[src/rtl/ahb3lite_interconnect_master_port.sv]
// Per-master front end of the AHB3-Lite multi-layer switch: decode, grant hold, response mux, can_switch.
// Optional: define AHB3LITE_INTERCONNECT_SEQ2NONSEQ_EN to promote the first SEQ to a newly granted slave to NONSEQ.
module ahb3lite_interconnect_master_port #(
   parameter int unsigned HADDR_SIZE = 32,
   parameter int unsigned HDATA_SIZE = 32,
   parameter int unsigned SLAVES     = 8,
   parameter logic [SLAVES-1:0][HADDR_SIZE-1:0] SLAVE_ADDR = '0,
   parameter logic [SLAVES-1:0][HADDR_SIZE-1:0] SLAVE_MASK = '0
) (
   input  logic                              HCLK,
   input  logic                              HRESET,
   input  logic                              HSEL,
   input  logic [HADDR_SIZE-1:0]             HADDR,
   input  logic [HDATA_SIZE-1:0]             HWDATA,
   output logic [HDATA_SIZE-1:0]             HRDATA,
   input  logic                              HWRITE,
   input  logic [2:0]                        HSIZE,
   input  logic [2:0]                        HBURST,
   input  logic [3:0]                        HPROT,
   input  logic [1:0]                        HTRANS,
   input  logic                              HMASTLOCK,
   input  logic                              HREADY,
   output logic                              HREADYOUT,
   output logic                              HRESP,
   output logic [SLAVES-1:0]                 slvHSEL,
   output logic [HADDR_SIZE-1:0]             slvHADDR,
   output logic [HDATA_SIZE-1:0]             slvHWDATA,
   output logic                              slvHWRITE,
   output logic [2:0]                        slvHSIZE,
   output logic [2:0]                        slvHBURST,
   output logic [3:0]                        slvHPROT,
   output logic [1:0]                        slvHTRANS,
   output logic                              slvHMASTLOCK,
   output logic                              slvHREADY,
   input  logic [SLAVES-1:0][HDATA_SIZE-1:0] slvHRDATA,
   input  logic [SLAVES-1:0]                 slvHREADYOUT,
   input  logic [SLAVES-1:0]                 slvHRESP,
   input  logic [SLAVES-1:0]                 granted,
   output logic [SLAVES-1:0]                 can_switch
);

   localparam int unsigned SW         = (SLAVES > 1) ? $clog2(SLAVES) : 1;
   localparam logic [1:0]  TRANS_BUSY = 2'b01;
   localparam logic [1:0]  TRANS_SEQ  = 2'b11;

   typedef struct packed {
      logic [HADDR_SIZE-1:0] addr;
      logic                  write;
      logic [2:0]            size;
      logic [2:0]            burst;
      logic [3:0]            prot;
      logic [1:0]            trans;
      logic                  lock;
   } req_t;

   typedef enum logic [2:0] {PASS, HOLD, DATA, ERR1, ERR2} state_t;

   state_t            state;
   req_t              hold_req;
   req_t              req_in;
   req_t              req_bus;
   logic [SW-1:0]     s_hold;
   logic [SW-1:0]     s_dp;
   logic [SW-1:0]     hit_idx;
   logic [SLAVES-1:0] hit_onehot;
   logic              hit_any;
   logic              accept;
   logic              dp_ready;
   logic              addr_open;

   // Address decode; the lowest matching slave index wins on overlap.
   always_comb begin
      hit_onehot = '0;
      hit_any    = 1'b0;
      hit_idx    = '0;
      for (int unsigned s = 0; s < SLAVES; s++) begin
         if ((SLAVE_MASK[s] != '0) && (((HADDR ^ SLAVE_ADDR[s]) & SLAVE_MASK[s]) == '0) && !hit_any) begin
            hit_any       = 1'b1;
            hit_idx       = SW'(s);
            hit_onehot[s] = 1'b1;
         end
      end
   end

   always_comb begin
      req_in.addr  = HADDR;
      req_in.write = HWRITE;
      req_in.size  = HSIZE;
      req_in.burst = HBURST;
      req_in.prot  = HPROT;
      req_in.trans = HTRANS;
      req_in.lock  = HMASTLOCK;
   end

   assign req_bus   = (state == HOLD) ? hold_req : req_in;
   assign accept    = HSEL & HREADY & HTRANS[1];
   assign dp_ready  = slvHREADYOUT[s_dp];
   assign addr_open = (state == PASS) || (state == ERR2) || ((state == DATA) && dp_ready);

   // A master address phase can only be taken while the master-side data phase is completing.
   always_ff @(posedge HCLK or posedge HRESET) begin
      if (HRESET) begin
         state    <= PASS;
         hold_req <= '0;
         s_hold   <= '0;
         s_dp     <= '0;
      end else if (addr_open) begin
         if (accept && hit_any && granted[hit_idx]) begin
            state <= DATA;
            s_dp  <= hit_idx;
         end else if (accept && hit_any) begin
            state    <= HOLD;
            s_hold   <= hit_idx;
            hold_req <= req_in;
         end else if (accept) begin
            state <= ERR1;
         end else begin
            state <= PASS;
         end
      end else if (state == HOLD) begin
         if (granted[s_hold] && slvHREADYOUT[s_hold]) begin
            state <= DATA;
            s_dp  <= s_hold;
         end
      end else if (state == ERR1) begin
         state <= ERR2;
      end
   end

   always_comb begin
      slvHSEL   = HSEL ? hit_onehot : '0;
      slvHREADY = HREADY;
      HREADYOUT = 1'b1;
      HRESP     = 1'b0;
      HRDATA    = '0;
      case (state)
         HOLD: begin
            slvHSEL   = SLAVES'(1'b1) << s_hold;
            slvHREADY = 1'b1;
            HREADYOUT = 1'b0;
         end
         DATA: begin
            HRDATA    = slvHRDATA[s_dp];
            HREADYOUT = dp_ready;
            HRESP     = slvHRESP[s_dp];
         end
         ERR1: begin
            HREADYOUT = 1'b0;
            HRESP     = 1'b1;
         end
         ERR2:    HRESP = 1'b1;
         default: ;
      endcase
   end

   assign slvHADDR     = req_bus.addr;
   assign slvHWDATA    = HWDATA;
   assign slvHWRITE    = req_bus.write;
   assign slvHSIZE     = req_bus.size;
   assign slvHBURST    = req_bus.burst;
   assign slvHPROT     = req_bus.prot;
   assign slvHMASTLOCK = req_bus.lock;

   // Keep the slave while a locked sequence, a burst continuation or a held request targets it.
   always_comb begin
      can_switch = '1;
      for (int unsigned s = 0; s < SLAVES; s++) begin
         can_switch[s] = !(slvHSEL[s] && (req_bus.lock || (req_bus.trans == TRANS_SEQ) ||
                           (req_bus.trans == TRANS_BUSY) || ((state == HOLD) && (s_hold == SW'(s)))));
      end
   end

`ifdef AHB3LITE_INTERCONNECT_SEQ2NONSEQ_EN
   localparam logic [1:0] TRANS_NONSEQ = 2'b10;

   logic [SLAVES-1:0] seen;
   logic [SLAVES-1:0] issue;

   // A slave sees a transfer once its address phase completes under grant; losing grant clears it.
   assign issue = slvHSEL & granted &
                  {SLAVES{slvHREADY & req_bus.trans[1] & ((state != HOLD) | slvHREADYOUT[s_hold])}};

   always_ff @(posedge HCLK or posedge HRESET) begin
      if (HRESET) seen <= '0;
      else        seen <= (seen | issue) & granted;
   end

   assign slvHTRANS = ((req_bus.trans == TRANS_SEQ) && (slvHSEL != '0) && ((seen & slvHSEL) == '0))
                      ? TRANS_NONSEQ : req_bus.trans;
`else
   assign slvHTRANS = req_bus.trans;
`endif

endmodule

[config.mk]
export PLATFORM = sky130hd
export DESIGN_NAME = ahb3lite_interconnect_master_port
export DESIGN_NICKNAME = d
export VERILOG_FILES = /design/src/rtl/ahb3lite_interconnect_master_port.sv
export SDC_FILE = /design/constraint.sdc
export NUM_CORES = 1
export LEC_CHECK = 0
export BUFFER_PORTS_ARGS = -buffer_cell sky130_fd_sc_hd__buf_2
export CAP_MARGIN = 10
export CORE_AREA = 2 2 189 191
export DETAILED_ROUTE_END_ITERATION = 8
export DIE_AREA = 0 0 191 193
export REMOVE_ABC_BUFFERS = 1
export SYNTH_ARGS = -nofsm -noshare
export SYNTH_HDL_FRONTEND = slang
export SYNTH_SLANG_ARGS = --single-unit
[constraint.sdc]
create_clock -name HCLK -period 1.6 [get_ports HCLK]
set_clock_uncertainty 0.05 [all_clocks]
set_input_delay 0.16 -clock HCLK [delete_from_list [all_inputs] [get_ports HCLK]]
set_output_delay 0.16 -clock HCLK [all_outputs]
set_load 0.005 [all_outputs]
**Yosys cells after proc, flatten, opt, wreduce, memory -nomap -nowiden**

Index checks and enable logic that the tools add are counted.

- Output and inout port bits: 129
- Input bits: 362
- Memory bits (writable): 0
- ROM bits: 0
- Register bits: 3
- Bits in latches: 0
- Memories: 0

- Divide/modulo/power cells: 0
- Equality and inequality tests: 7
- Shift-type cells: 0
- Mux-type cells: 11
- Multiply operators: 0
- Order comparisons: 0
- $add $sub $neg: 0
- Bitwise operators: 2
- Reduce and logical (&&, ||, !) cells: 28

Operators with widths:

| kind | count |
|---|---|
| $mux W46 | 1 |
| $mux W32 | 1 |
| $mux W3 | 4 |
| $logic_not A1 Y1 | 8 |
| $logic_and A1 B1 Y1 const A | 7 |
| $eq A3 B2 Y1 const B | 2 |
| $logic_or A1 B1 Y1 | 5 |
| $pmux W1 S2 | 2 |
| $reduce_or A2 Y1 | 2 |
| $eq A3 B1 Y1 const B | 1 |
| $eq A3 B3 Y1 const B | 1 |
| $logic_and A1 B1 Y1 | 3 |
| $logic_not A3 Y1 | 1 |
| $ne A3 B3 Y1 const B | 1 |
| $reduce_bool A3 Y1 | 1 |
| $and A1 B1 Y1 | 2 |
| $eq A2 B1 Y1 const B | 1 |
| $eq A2 B2 Y1 const B | 1 |
| $mux W1 | 2 |
| $mux W2 | 1 |
| $reduce_and A2 Y1 | 1 |

**Logic depth before layout (Yosys ltp)**

- Word-level depth: 8
- Gate-level depth with buffers: 5
- Gate-level depth less buffers: 3

**Worst setup path before layout**

No wires, ideal clock.

- Path type: register to output
- From: register state[0]
- To: output port slvHREADY
- Data arrival time: 1090 ps
- Buffers on the path: 2
- Setup slack: 300 ps
- Cell stages (with the launch flop): 5
- Required time: 1390 ps
- Path through: dfrtp_1 > buf_4 > nor3b_4 > buf_2 > or2_2

- Cells in the longest elaborated chain, start to end: 2

RTL lines:

| item | RTL line | source |
|---|---|---|
| from (decl) | 58 | `state_t state;` |
| from (signal assigned) | 103 | `state <= PASS;` |
| from (signal assigned) | 109 | `state <= DATA;` |
| from (signal assigned) | 112 | `state <= HOLD;` |
| $eq A3 B1 Y1 | 136 | `case (state)` |
| $mux W1 | 136 |  |
| to (decl) | 34 | `output logic slvHREADY,` |

Every way passes these cells.

**Worst setup path in the final report**

- From: register state[2]
- To: output port slvHADDR[8]

- Cells in the longest elaborated chain, start to end: 2

RTL lines:

| item | RTL line | source |
|---|---|---|
| $eq A3 B1 Y1 | 95 | `assign req_bus = (state == HOLD) ? hold_req : req_in;` |
| $mux W46 | 95 |  |
| to (decl) | 26 | `output logic [HADDR_SIZE-1:0] slvHADDR,` |

Every way passes these cells.

==> impl_metrics.csv <==
group,metric,value,unit
synthesis,synth_area_leader_cell,"buf_4",
clock_tree,clock-sinks,3,
synthesis,seq_area_frac_synth,6.73,%
power,total_power,3.06,mW
drt,totalWireLength,16800,µm
synthesis,synth_edf_count,0,
die,die_width,191,µm
sta,fmax,608,MHz
sta,finalCritPeriodShare,103,%
grt,grt_max_degree,48,
setup_path,cp-start-kind,"flop",
clock_tree,cts_tree,"done",
setup_path,worstPathRequired,1.39,ns
cells_and_area,syn_to_final_growth,134,%
outcome,status,"complete, but fails checks",
place,dp_hpwl,15200,µm
synthesis,yosysMostFrequentCell,"buf_4",
die,core-area,35000,µm²
drt,vias,1606,
place,place_ws,0.139,ns
synthesis,ys_types,21,
grt,grt_pass1_wl,17300,µm
setup_path,crit_start,"state[2]",
place,numPortBuffers,167,
sta,finalSetupTns,-0.933,ns
min_path,min_path_type,"input pin to flop",
cells_and_area,largest_reg_flops,3,
cells_and_area,instances_no_fill,764,
grt,grt_overflow,0,
drt,drcViolationCount,0,
cells_and_area,nFillCells,4121,
drt,drt-initial-drc-count,8,
grt,grt_use_total,8.22,%
synthesis,synth_top_area_share,33.0,%
outcome,failed_checks,"setup timing",
synthesis,async_reset_ff_share,100,%
synthesis,synth_commonest_cells,"buf_4, nor2b_1, and2_1, buf_2",
die,ios,491,
power,p_per_area,1170,nW/µm²
cells_and_area,regMostFlops,"state",
setup_path,critPathKind,"flop to primary output",
die,start_util,3.19,%
synthesis,postSynthCellCount,161,
setup_path,cp-endpoint,"slvHADDR[8]",
setup_path,r2r_end,"state[1]",
clock_tree,cts_buffer_depth,2,
setup_path,end_kind,"primary output",
clock_tree,cts_inserted_buffers,3,
setup_path,rrSetupSlack,0.38,ns
synthesis,yosys_warnings,0,
sta,setup_slack,-0.0448,ns
clock_tree,clock-root-buffer,"clkbuf_16",
place,postPlaceCellArea,2230,µm²
power,leakagePower,1.27,nW
place,place_inst,749,
run,drv_cap,0,
synthesis,ys_ff_latch,3,
sta,hold_viol,0,
clock_tree,clock_latency,0.22,ns
die,die_h,193,µm
drt,drtPass1Iterations,3,
cells_and_area,final_nets,664,
cells_and_area,reg_top3,"state x3",
synthesis,synthTopCellsByArea,"buf_4, nor2b_1, and2_1",
cells_and_area,design_area,2610,µm²
sta,period_needed,1.64,ns
sta,rsz0062_at_grt,"yes",
synthesis,netlist_area,1110,µm²
die,num_rows,69,
drt,wl_per_cell,21.9,µm
sta,slew_viol_final,0,
place,gp_congestion,0.691,
synthesis,synthFlopType,"dfrtp_1",
grt,antenna_found_initial,4,
setup_path,r2r-start,"state[0]",
power,ir_worst_vdd,0.000544,V
setup_path,crit_arrival,1.43,ns
synthesis,avgSynthCellArea,6.92,µm²
min_path,min_delay_path_depth,3,
sta,setup_viol,48,
grt,grt_pass1_vias,1313,
drt,antenna_left,0,
clock_tree,clkTransAtPathRegs,0.03,ns
drt,routed_via_density,2.10,
clock_tree,htree_num_levels,1,
setup_path,r2r_cells,4,
die,dieArea,36900,µm²
cells_and_area,drive_above_1_share,65.4,%
setup_path,crit_path_max_fanout,8,
## kinds of logic after synthesis
family	Yosys count	share of synthesized area (%)
buffers and inverters	59	37.3
AO/OA/AOI/OAI	11	6.17
AND/OR/NAND/NOR	86	49.2
flip-flops	3	6.73
other	2	0.674
## routing by layer
metal	part of all wire, %	up-vias	global-route usage (%)
li1	-	712	-
met4	1.3	6	1.31
met1	11	649	1.67
met2	56	231	17.1
met5	0.96	-	2.65
met3	31	8	12.5
## power by group
group | switching (mW) | total [mW] | internal (mW)
Sequential | 0.0415 | 0.149 | 0.108
Clock | 0.0643 | 0.393 | 0.328
Combinational | 1.14 | 2.51 | 1.38
## critical path, cell delays in order (launching register included)
cell and delay [ns]:
dfrtp_2 0.43, nor3b_4 0.24, buf_12 0.19, clkbuf_16 0.18
nor2b_1 0.05, buf_2 0.12
## cells in the final DEF, fill, tap and decap left out, types with 2 or more instances in the layout
| master | count |
|---|---|
| a21oi_1 | 3 |
| conb_1 | 14 |
| inv_1 | 2 |
| o21ai_0 | 3 |
| buf_4 | 5 |
| nor2b_1 | 38 |
| clkbuf_16 | 6 |
| diode_2 | 2 |
| buf_16 | 2 |
| buf_2 | 160 |
| buf_6 | 6 |
| nor2b_4 | 8 |
| nor3b_4 | 2 |
| nor2_1 | 2 |
| dfrtp_1 | 2 |
| and2_1 | 31 |
| buf_12 | 4 |
## through the flow
step / utilization [%] / hold slack, ns
4_1_cts: 6.82 / 0.195
3_3_place_gp: 6.39 / -0.0196
6_report: 7.47 / 0.189
3_5_place_dp: 6.39 / -0.0176
2_1_floorplan: - / -0.136
5_1_grt: 7.45 / 0.215
## worst min-delay path by stage
stage,from,end
after floorplan,HRESET,state[0]
after global placement,HRESET,state[0]
after detailed placement,HRESET,state[0]
after CTS,granted[0],state[1]
after global routing,granted[0],state[1]
final,granted[0],state[1]
## final cells by class
type,instances,area (µm²),area share (%)
well taps,461,577,22.1
clock buffers,4,78.8,3.02
diodes,2,5.00,0.192
multi-input cells,111,741,28.4
flip-flops and latches,3,76.3,2.92
repair buffers,181,1130,43.1
inverters,2,7.51,0.287
## timing repair
action / 4_1_cts / 5_1_grt
pin swaps: 0 / 2
hold buffers: 1 / 0
hold endpoints to repair: 3 / 0
cloned: 1 / 5
endpoints found under the setup margin: 79 / 79
buffers inserted: 1 / 1
resized for setup: 6 / 22
Note: power is estimated with default switching activity, not from simulation.
